$ cat config.mk
export PLATFORM = sky130hd
export DESIGN_NAME = adder_rr_arbiter
export DESIGN_NICKNAME = d
export VERILOG_FILES = /design/src/rtl/adder_arb_pkg.sv /design/src/rtl/shared_adder.sv /design/src/rtl/adder_rr_arbiter.sv
export SDC_FILE = /design/constraint.sdc
export NUM_CORES = 1
export LEC_CHECK = 0
export CORE_MARGIN = 1.5
export CORE_UTILIZATION = 35
export CTS_CLUSTER_DIAMETER = 30
export CTS_CLUSTER_SIZE = 10
export DETAILED_ROUTE_END_ITERATION = 16
export HOLD_SLACK_MARGIN = 0.08
export PLACE_DENSITY = 0.78
export SLEW_MARGIN = 5
export SYNTH_ARGS = -nofsm -noshare
export SYNTH_HDL_FRONTEND = slang
export SYNTH_HIERARCHICAL = 1
export SYNTH_SLANG_ARGS = --single-unit
export TNS_END_PERCENT = 50
$ cat constraint.sdc
create_clock -name clk -period 4.1 [get_ports clk]
set_input_delay 0.82 -clock clk [delete_from_list [all_inputs] [get_ports clk]]
set_output_delay 0.82 -clock clk [all_outputs]
set_load 0.01 [all_outputs]
$ cat src/rtl/adder_arb_pkg.sv
// Shared types and constants for the round-robin adder arbiter.
package adder_arb_pkg;

    localparam int WIDTH_DEF = 10;

    // Response buffer occupancy
    typedef enum logic {
        EMPTY = 1'b0,
        FULL  = 1'b1
    } state_t;

    // Adder result at the default width: carry-out above the sum bits
    typedef struct packed {
        logic                 carry;
        logic [WIDTH_DEF-1:0] sum;
    } result_t;

endpackage

$ cat src/rtl/shared_adder.sv
// Single shared WIDTH-bit adder; purely combinational, returns carry and sum.
module shared_adder #(
    parameter int WIDTH = 10
) (
    input  logic [WIDTH-1:0] a,
    input  logic [WIDTH-1:0] b,
    output logic [WIDTH-1:0] sum,
    output logic             carry
);

    // Zero-extend both operands so the top bit is the carry-out
    always_comb begin
        {carry, sum} = {1'b0, a} + {1'b0, b};
    end

endmodule

$ cat src/rtl/adder_rr_arbiter.sv
// Round-robin arbiter sharing one adder among NREQ requesters, with a
// single-entry registered response buffer.
// Optional build macro: ADDER_RR_ARBITER_SATURATE_EN (clamp sum to all-ones on carry).
//
// state | meaning
// ------+--------------------------------------------
// EMPTY | response buffer holds nothing, rsp_valid=0
// FULL  | response buffer holds a result, rsp_valid=1
module adder_rr_arbiter
    import adder_arb_pkg::*;
#(
    parameter int WIDTH = WIDTH_DEF,
    parameter int NREQ  = 4,
    parameter int IDW   = $clog2(NREQ)
) (
    input  logic                  clk,
    input  logic                  rst,
    input  logic [NREQ-1:0]       req_valid,
    output logic [NREQ-1:0]       req_ready,
    input  logic [NREQ*WIDTH-1:0] req_a,
    input  logic [NREQ*WIDTH-1:0] req_b,
    output logic                  rsp_valid,
    input  logic                  rsp_ready,
    output logic [WIDTH-1:0]      rsp_sum,
    output logic                  rsp_carry,
    output logic [IDW-1:0]        rsp_id
);

    // One extra bit so prio_ptr + offset never overflows before the wrap
    localparam int PW = IDW + 1;

    state_t           st, st_nxt;
    logic [IDW-1:0]   prio_ptr, ptr_nxt;
    logic [IDW-1:0]   grant_idx;
    logic             grant_found;
    logic [PW-1:0]    cand_w;
    logic [IDW-1:0]   cand;
    logic             can_accept;
    logic             xfer;
    logic [WIDTH-1:0] a_sel, b_sel;
    logic [WIDTH-1:0] add_sum;
    logic             add_carry;
    logic [WIDTH-1:0] res_sum;

    assign rsp_valid  = (st == FULL);
    assign can_accept = (st == EMPTY) | rsp_ready;

    // Search req_valid starting at prio_ptr, wrapping modulo NREQ
    always_comb begin
        grant_found = 1'b0;
        grant_idx   = '0;
        cand_w      = '0;
        cand        = '0;
        for (int k = 0; k < NREQ; k++) begin
            cand_w = {1'b0, prio_ptr} + PW'(k);
            if (cand_w >= PW'(NREQ)) begin
                cand_w = cand_w - PW'(NREQ);
            end
            cand = cand_w[IDW-1:0];
            if (!grant_found && req_valid[cand]) begin
                grant_found = 1'b1;
                grant_idx   = cand;
            end
        end
    end

    // Grant only when the buffer can take a result and reset is not active
    always_comb begin
        xfer      = grant_found & can_accept & ~rst;
        req_ready = '0;
        if (xfer) begin
            req_ready[grant_idx] = 1'b1;
        end
    end

    // Route the granted requester's operands onto the shared adder
    always_comb begin
        a_sel = '0;
        b_sel = '0;
        for (int i = 0; i < NREQ; i++) begin
            if (grant_idx == IDW'(i)) begin
                a_sel = req_a[i*WIDTH +: WIDTH];
                b_sel = req_b[i*WIDTH +: WIDTH];
            end
        end
    end

    shared_adder #(
        .WIDTH (WIDTH)
    ) u_adder (
        .a     (a_sel),
        .b     (b_sel),
        .sum   (add_sum),
        .carry (add_carry)
    );

    // Optional clamp; carry still reports the overflow either way
    always_comb begin
`ifdef ADDER_RR_ARBITER_SATURATE_EN
        res_sum = add_carry ? '1 : add_sum;
`else
        res_sum = add_sum;
`endif
    end

    // Pointer moves to the slot after the winner
    always_comb begin
        ptr_nxt = (grant_idx == IDW'(NREQ - 1)) ? '0 : grant_idx + 1'b1;
    end

    // Buffer occupancy next-state: load on transfer, drain when consumed
    always_comb begin
        st_nxt = st;
        case (st)
            EMPTY: if (xfer) st_nxt = FULL;
            FULL:  if (rsp_ready && !xfer) st_nxt = EMPTY;
            default: st_nxt = EMPTY;
        endcase
    end

    // Occupancy state register
    always_ff @(posedge clk) begin
        if (rst) begin
            st <= EMPTY;
        end else begin
            st <= st_nxt;
        end
    end

    // Response data and priority pointer update only on a transfer
    always_ff @(posedge clk) begin
        if (rst) begin
            rsp_sum   <= '0;
            rsp_carry <= 1'b0;
            rsp_id    <= '0;
            prio_ptr  <= '0;
        end else if (xfer) begin
            rsp_sum   <= res_sum;
            rsp_carry <= add_carry;
            rsp_id    <= grant_idx;
            prio_ptr  <= ptr_nxt;
        end
    end

endmodule

## Word level (Yosys, flattened, before mapping)

Cells that the tools add are included.

- Word-level logic and storage cells: 77
- Output and inout port bits: 18
- Input bits: 87
- Register bits after elaboration: 16

- Add/sub/neg operators: 9
- Bitwise gates (word level): 5
- $lt $le $gt $ge: 10
- Reductions and logical operators: 10
- Equal/unequal tests: 3
- Multiplexer cells: 35

Operators by type and width:

| operator | count |
|---|---|
| $mux 10 | 8 |
| $mux 2 | 9 |
| $lt 2x3->1 const B | 5 |
| $add 10x10->11 | 1 |
| $mux 1 | 11 |
| $ge 3x3->1 const B | 3 |
| $bmux 1 s2 | 4 |
| $sub 2x1->2 const B | 4 |
| $add 2x2->3 const B | 2 |
| $logic_and 1x1->1 | 5 |
| $eq 2x2->1 const B | 2 |
| $logic_not 1->1 | 4 |
| $mux 4 | 1 |
| $add 2x1->3 const B | 1 |
| $ge 2x3->1 const B | 1 |
| $add 2x1->2 const B | 1 |
| $and 1x1->1 | 2 |
| $demux 1 s2 | 1 |
| $eq 2x1->1 const B | 1 |
| $ge 2x1->1 const B | 1 |
| $logic_not 2->1 | 1 |
| $not 1->1 | 2 |
| $pmux 1 s2 | 1 |
| $or 1x1->1 | 1 |

## Longest topological paths before layout

- Depth after elaboration: 20
- Mapped depth: 21
- Gate-level depth less buffers: 19

## Hierarchy

The synthesis kept the hierarchy.

By module, submodules not included:

| module | sequential area each (µm²) | instances | cells each | area each (µm²) |
|---|---|---|---|---|
| adder_rr_arbiter | 320.3 | 1 | 186 | 1,408.9 |
| shared_adder | 0.0 | 1 | 54 | 427.9 |

## Worst setup path before layout

Ideal clock, no wire load.

- Kind: input to register
- From: input req_valid[2]
- To: register rsp_sum[8]
- Cell stages on the path: 21
- Data required time: 4.033 ns
- Setup slack: 0.118 ns
- Setup time: 0.067 ns
- Buffers on the path: 2
- Arrival time: 3.915 ns
- Cell sequence: nor2b_1 -> o21ai_1 -> nand3_1 -> or2_1 -> ha_1 -> nor2b_1 -> buf_2 -> buf_2 -> a221o_1 -> o21ai_1 -> o21ai_1 -> ha_1 -> inv_1 -> fa_1 -> nor2b_1 -> o21a_1 -> a31o_1 -> o41ai_2 -> xnor2_1 -> nand2_2 -> o21ai_2

- Cells in the longest elaborated chain, start to end: 18
- Elaborated cells between the ends (all ways): 37
- Classes of those cells: add/sub (1); eq/ne (3); mux (24); bitwise (2); reduce/logical (7)

RTL lines:

| what | RTL line | source |
|---|---|---|
| start, declared | adder_rr_arbiter.sv:18 | `input logic [NREQ-1:0] req_valid,` |
| $bmux 1 s2 | adder_rr_arbiter.sv:60 | `if (!grant_found && req_valid[cand]) begin` |
| $mux 1 (implied by the code) | adder_rr_arbiter.sv:60 |  |
| $mux 1 | adder_rr_arbiter.sv:60 |  |
| $logic_not 1->1 | adder_rr_arbiter.sv:60 |  |
| $logic_and 1x1->1 | adder_rr_arbiter.sv:60 |  |
| $mux 1 | adder_rr_arbiter.sv:60 |  |
| $logic_not 1->1 | adder_rr_arbiter.sv:60 |  |
| $logic_and 1x1->1 | adder_rr_arbiter.sv:60 |  |
| [... 2 more ...] | -- |  |
| $logic_and 1x1->1 | adder_rr_arbiter.sv:60 |  |
| $mux 2 (*) | adder_rr_arbiter.sv:60 |  |
| $logic_not 2->1 | adder_rr_arbiter.sv:81 | `if (grant_idx == IDW'(i)) begin` |
| $mux 10 (3 in series) | adder_rr_arbiter.sv:81 |  |
| $mux 10 (*) | adder_rr_arbiter.sv:81 |  |
| net a_sel[0] | adder_rr_arbiter.sv:40 | `logic [WIDTH-1:0] a_sel, b_sel;` |
| $add 10x10->11 (*) | shared_adder.sv:13 | `{carry, sum} = {1'b0, a} + {1'b0, b};` |
| net add_sum[8] | adder_rr_arbiter.sv:41 | `logic [WIDTH-1:0] add_sum;` |
| end signal, assigned | adder_rr_arbiter.sv:138 | `rsp_sum <= res_sum;` |
| end, declared | adder_rr_arbiter.sv:24 | `output logic [WIDTH-1:0] rsp_sum,` |

The timed path passes the listed nets; every way through them passes the cells marked *. The select of a mux whose other input is x is not followed.
A chain may end at the register's enable or synchronous reset.

## Final worst setup path

- From: input req_valid[0]
- To: output req_ready[2]

- Cells in the longest elaborated chain, start to end: 17
- Elaborated cells between the ends (all ways): 30
- Classes of those cells: order compare (2); mux (19); bitwise (2); reduce/logical (7)

RTL lines:

| what | RTL line | source |
|---|---|---|
| $bmux 1 s2 | adder_rr_arbiter.sv:60 |  |
| $mux 1 (implied by the code) | adder_rr_arbiter.sv:60 |  |
| $mux 1 | adder_rr_arbiter.sv:60 |  |
| $logic_not 1->1 | adder_rr_arbiter.sv:60 |  |
| $logic_and 1x1->1 | adder_rr_arbiter.sv:60 |  |
| $mux 1 | adder_rr_arbiter.sv:60 |  |
| $logic_not 1->1 | adder_rr_arbiter.sv:60 |  |
| $logic_and 1x1->1 | adder_rr_arbiter.sv:60 |  |
| $mux 1 | adder_rr_arbiter.sv:60 |  |
| $logic_not 1->1 | adder_rr_arbiter.sv:60 |  |
| $logic_and 1x1->1 | adder_rr_arbiter.sv:60 |  |
| $mux 2 | adder_rr_arbiter.sv:60 |  |
| $lt 2x3->1 (implied by the code) or $ge 2x1->1 (tied branches) | adder_rr_arbiter.sv:72 | `req_ready[grant_idx] = 1'b1;` |
| $logic_and 1x1->1 (implied by the code) | adder_rr_arbiter.sv:72 |  |
| $mux 1 (implied by the code) | adder_rr_arbiter.sv:72 |  |
| $demux 1 s2 | adder_rr_arbiter.sv:72 |  |
| $mux 4 (*) | adder_rr_arbiter.sv:71 | `if (xfer) begin` |
| end, declared | adder_rr_arbiter.sv:19 | `output logic [NREQ-1:0] req_ready,` |

Mark *: on every way between the ends. The rest lies on a longest branch, timed or not. The select of a mux whose other input is x is not followed.

==> flow_metrics.env <==
export IMPL_min_delay_start="rsp_sum[9]"
export IMPL_synthesis_area_um2=1837
export IMPL_clockBufferDepth=2
export IMPL_ant_nets=0
export IMPL_drive_gt1_frac=0.3178
export IMPL_pwr_share_comb=0.825
export IMPL_area_growth_pct=94.96
export IMPL_path_cells="buf_4 -> buf_4 -> nor4_4 -> or2_1 -> buf_4 -> ha_2 -> clkinvlp_2 -> buf_4 -> nor2_1 -> clkdlybuf4s50_1"
export IMPL_ctsHoldBuffers=0
export IMPL_rows=26
export IMPL_core_um2=5075
export IMPL_tritoncts="yes"
export IMPL_clk_pin_slew_worst_paths_ns=0.06
export IMPL_syn_area_per_cell_um2=7.653
export IMPL_irDropWorstVdd_mv=0.2890
export IMPL_synth_cell_types=39
export IMPL_finalSetupViolations=0
export IMPL_route_detailed_drc=0
export IMPL_clk_latency_ns=0.24
export IMPL_sw_frac_of_total=0.4133
export IMPL_synth_compound_area_frac=0.3842
export IMPL_synthAdderAreaFrac=0.1063
export IMPL_drtIter0Drc=74
export IMPL_period_share=0.9699
export IMPL_antenna_cells=0
export IMPL_internal_power_mw=1.287
export IMPL_r2r_slack_ns=0.40
export IMPL_yosysSeqAreaShare=0.1744
export IMPL_p_sw_mw=0.9064
export IMPL_vias=2432
export IMPL_r2r_cells=19
export IMPL_power_density_nw_per_um2=612.5
export IMPL_status="finished clean"
export IMPL_final_util=0.7056
export IMPL_avgViaCountPerCell=5.077
export IMPL_fp_dieW_um=75.44
export IMPL_htree_levels=1
export IMPL_grt_use_total=0.2475
export IMPL_clkPwrFrac=0.062
export IMPL_root_buffer="clkbuf_8"
export IMPL_pin_count=105
export IMPL_wl_per_cell_um=14.70
export IMPL_drv_slew=0
export IMPL_cp_max_fo=7
export IMPL_finalHoldViolations=0
export IMPL_relSlewSlack=0.6679
export IMPL_start_util=0.3619
export IMPL_dr_pass1_iters=4
export IMPL_fmax_ghz=0.2515
export IMPL_port_buffers=104
export IMPL_min_path_cells=2
export IMPL_dp_hpwl_mm=5.226
export IMPL_fillCellCount=393
export IMPL_cp_slowest_cell="clkdlybuf4s50_1"
export IMPL_synth_top_family_by_area="compound AO/OA/AOI/OAI gates"
export IMPL_synth_simple_area_share=0.2398
export IMPL_finalSetupTns_ns=0
export IMPL_crit_path_frequent_cell="buf_4"
export IMPL_cp_top_family="buffers and inverters"
export IMPL_synth_mux_area_frac=0
export IMPL_grt_pass1_vias=2458
export IMPL_dieArea_um2=5691
export IMPL_pre_cts_ws_ns=-0.4442
export IMPL_power_mw=2.193
export IMPL_nets=512
export IMPL_crit_required_ns=3.28
export IMPL_ys_ff_latch=16
export IMPL_grt_max_degree=25
export IMPL_multi_input_comb_area_um2=1463
export IMPL_clock_sinks=16
export IMPL_cts_made_buffers=3
export IMPL_worstMarginPinSlew_ns=0.4976
export IMPL_synthCells=240
export IMPL_worst_setup_path_end_kind="primary output"
export IMPL_synthesis_nets=342
export IMPL_startpoint_type="primary input"
export IMPL_grt_pass1_wl_mm=10.92
export IMPL_pwr_share_seq=0.112
export IMPL_hold_path_class="flip-flop to flip-flop"
export IMPL_synthXorXnorAreaFrac=0.03815
export IMPL_setup_ws_ns=0.1233
export IMPL_r2r_end="rsp_sum[8]"
export IMPL_finalClockSkew_ns=0.002641
export IMPL_crit_arrival_ns=3.16
export IMPL_critPathKind="primary input to primary output"
export IMPL_max_cap_violations=0
export IMPL_die_y_um=75.44
export IMPL_holdWs_ns=0.4747
export IMPL_slowest_delay_ns=0.54
export IMPL_gp_congestion=0.8337
export IMPL_overflow=0
export IMPL_cp_num_buf_inv=6
export IMPL_period_minus_slack_ns=3.977
export IMPL_seq_area_um2=320.3
export IMPL_wl_mm=7.042
export IMPL_yosysWarnings=6
export IMPL_r2r_start="prio_ptr[1]"
export IMPL_grt_antenna_before_repair=0
export IMPL_p_leak_nw=1.531
export IMPL_hold_end="rsp_sum[9]"
-- cell usage after synthesis --
library cell / instances / share of area
or3b_1: 2 / 0.0095
o21a_1: 2 / 0.0082
dfxtp_1: 16 / 0.17
ha_1: 14 / 0.095
or2_2: 1 / 0.0034
o21ai_0: 4 / 0.011
nor2b_1: 5 / 0.017
nand2b_1: 17 / 0.058
and2_1: 4 / 0.014
o21bai_1: 1 / 0.0041
nand3_1: 1 / 0.0027
a21oi_1: 9 / 0.025
nor2_1: 5 / 0.010
or2_1: 1 / 0.0034
clkbuf_1: 11 / 0.022
nor4_4: 1 / 0.012
fa_1: 1 / 0.011
inv_2: 1 / 0.0020
xnor2_1: 6 / 0.029
o21ai_2: 14 / 0.067
nand2_1: 24 / 0.049
nor3b_2: 1 / 0.0068
o41ai_2: 1 / 0.0089
a211oi_2: 1 / 0.0068
and3_2: 1 / 0.0041
nand2_2: 12 / 0.041
xor2_1: 2 / 0.0095
inv_1: 6 / 0.012
a31o_1: 1 / 0.0048
buf_6: 2 / 0.012
a21o_1: 4 / 0.016
a221o_1: 19 / 0.10
nor3_1: 1 / 0.0027
o21ba_1: 1 / 0.0054
a31oi_1: 1 / 0.0034
buf_2: 3 / 0.0082
o32ai_2: 1 / 0.0089
and3_1: 2 / 0.0068
o21ai_1: 41 / 0.11
-- flip-flops by register name, summed over array words and instances (netlist names) --
name       cells
rsp_sum       10
prio_ptr       2
rsp_valid      1
rsp_carry      1
rsp_id         2
-- per-stage QoR --
step	instances	instance area [µm²]
after floorplan	240	1837
after global placement	450	3296
after detailed placement	450	3296
after CTS	476	3546
after global routing	479	3581
final	479	3581
-- worst min-delay path, delay by kind of cell (launching register included) --
kind / cells / cell delay, ns
flops: 1 / 0.31
simple gates: 1 / 0.08
compound gates: 1 / 0.05
-- worst max-delay path by stage --
stage | startpoint | end | slack, ns | depth (start not counted)
4_1_cts | req_valid[2] | prio_ptr[0] | 0.009 | 27
5_1_grt | req_valid[0] | req_ready[2] | -0.007 | 10
3_5_place_dp | req_valid[0] | rsp_carry | -0.44 | 20
6_report | req_valid[0] | req_ready[2] | 0.12 | 10
2_1_floorplan | req_valid[2] | rsp_sum[8] | 0.12 | 21
3_3_place_gp | req_valid[2] | rsp_sum[9] | -0.33 | 20
-- power groups by stage --
stage          Sequential, mW  Combinational, mW  Clock [mW]
2_1_floorplan           0.264              0.952           0
4_1_cts                 0.244               1.78       0.139
3_3_place_gp            0.244               1.60           0
6_report                0.247               1.81       0.136
3_5_place_dp            0.246               1.65           0
5_1_grt                 0.252               1.99       0.149
-- what timing repair did --
action,in CTS,in global routing
buffers inserted,22,3
hold endpoints to repair,0,0
pin swaps,10,5
gates cloned,0,1
resized for setup,15,18
setup endpoints to repair,7,9
-- cell families after synthesis --
| kind of cell | count (synthesis) |
|---|---|
| AND/OR/NAND/NOR | 78 |
| AO/OA/AOI/OAI | 100 |
| buffers and inverters | 23 |
| XOR/XNOR | 8 |
| flip-flops | 16 |
| adder cells (fa/ha/maj) | 15 |
-- metal layers --
layer	share of wire	wire length, µm	vias to the layer above	global-route usage
met3	0.039	278	16	0.03175
met4	0.023	160	0	0.05952
met2	0.53	3736	72	0.4659
li1	-	-	1214	-
met1	0.41	2865	1130	0.2960
met5	0	0	-	0
-- layout make-up --
class                           instances  area share
Timing Repair inverter                  1    0.001398
Timing Repair Buffer                  180      0.4525
Multi-Input combinational cell        201      0.4085
Inverter                                7    0.008386
Sequential cell                        16     0.08945
Clock buffer                            4     0.01537
Tap cell                               70     0.02446
-- cells in the final DEF, fill, tap and decap left out, types with 3 or more instances in the layout --
cell type | synthesis | routed
nor2_1 | 5 | 5
and2_1 | 4 | 4
buf_6 | 2 | 3
o21ai_1 | 41 | 40
clkdlybuf4s50_1 | 0 | 100
clkbuf_8 | 0 | 4
nand2b_1 | 17 | 16
a21o_1 | 4 | 4
dfxtp_1 | 16 | 16
a21oi_1 | 9 | 9
nand2_2 | 12 | 12
a221o_1 | 19 | 19
xnor2_1 | 6 | 6
nand2_1 | 24 | 24
buf_4 | 0 | 74
o21ai_2 | 14 | 16
o21ai_0 | 4 | 3
ha_1 | 14 | 12
inv_1 | 6 | 5
Note: power is estimated with default switching activity, not from simulation.
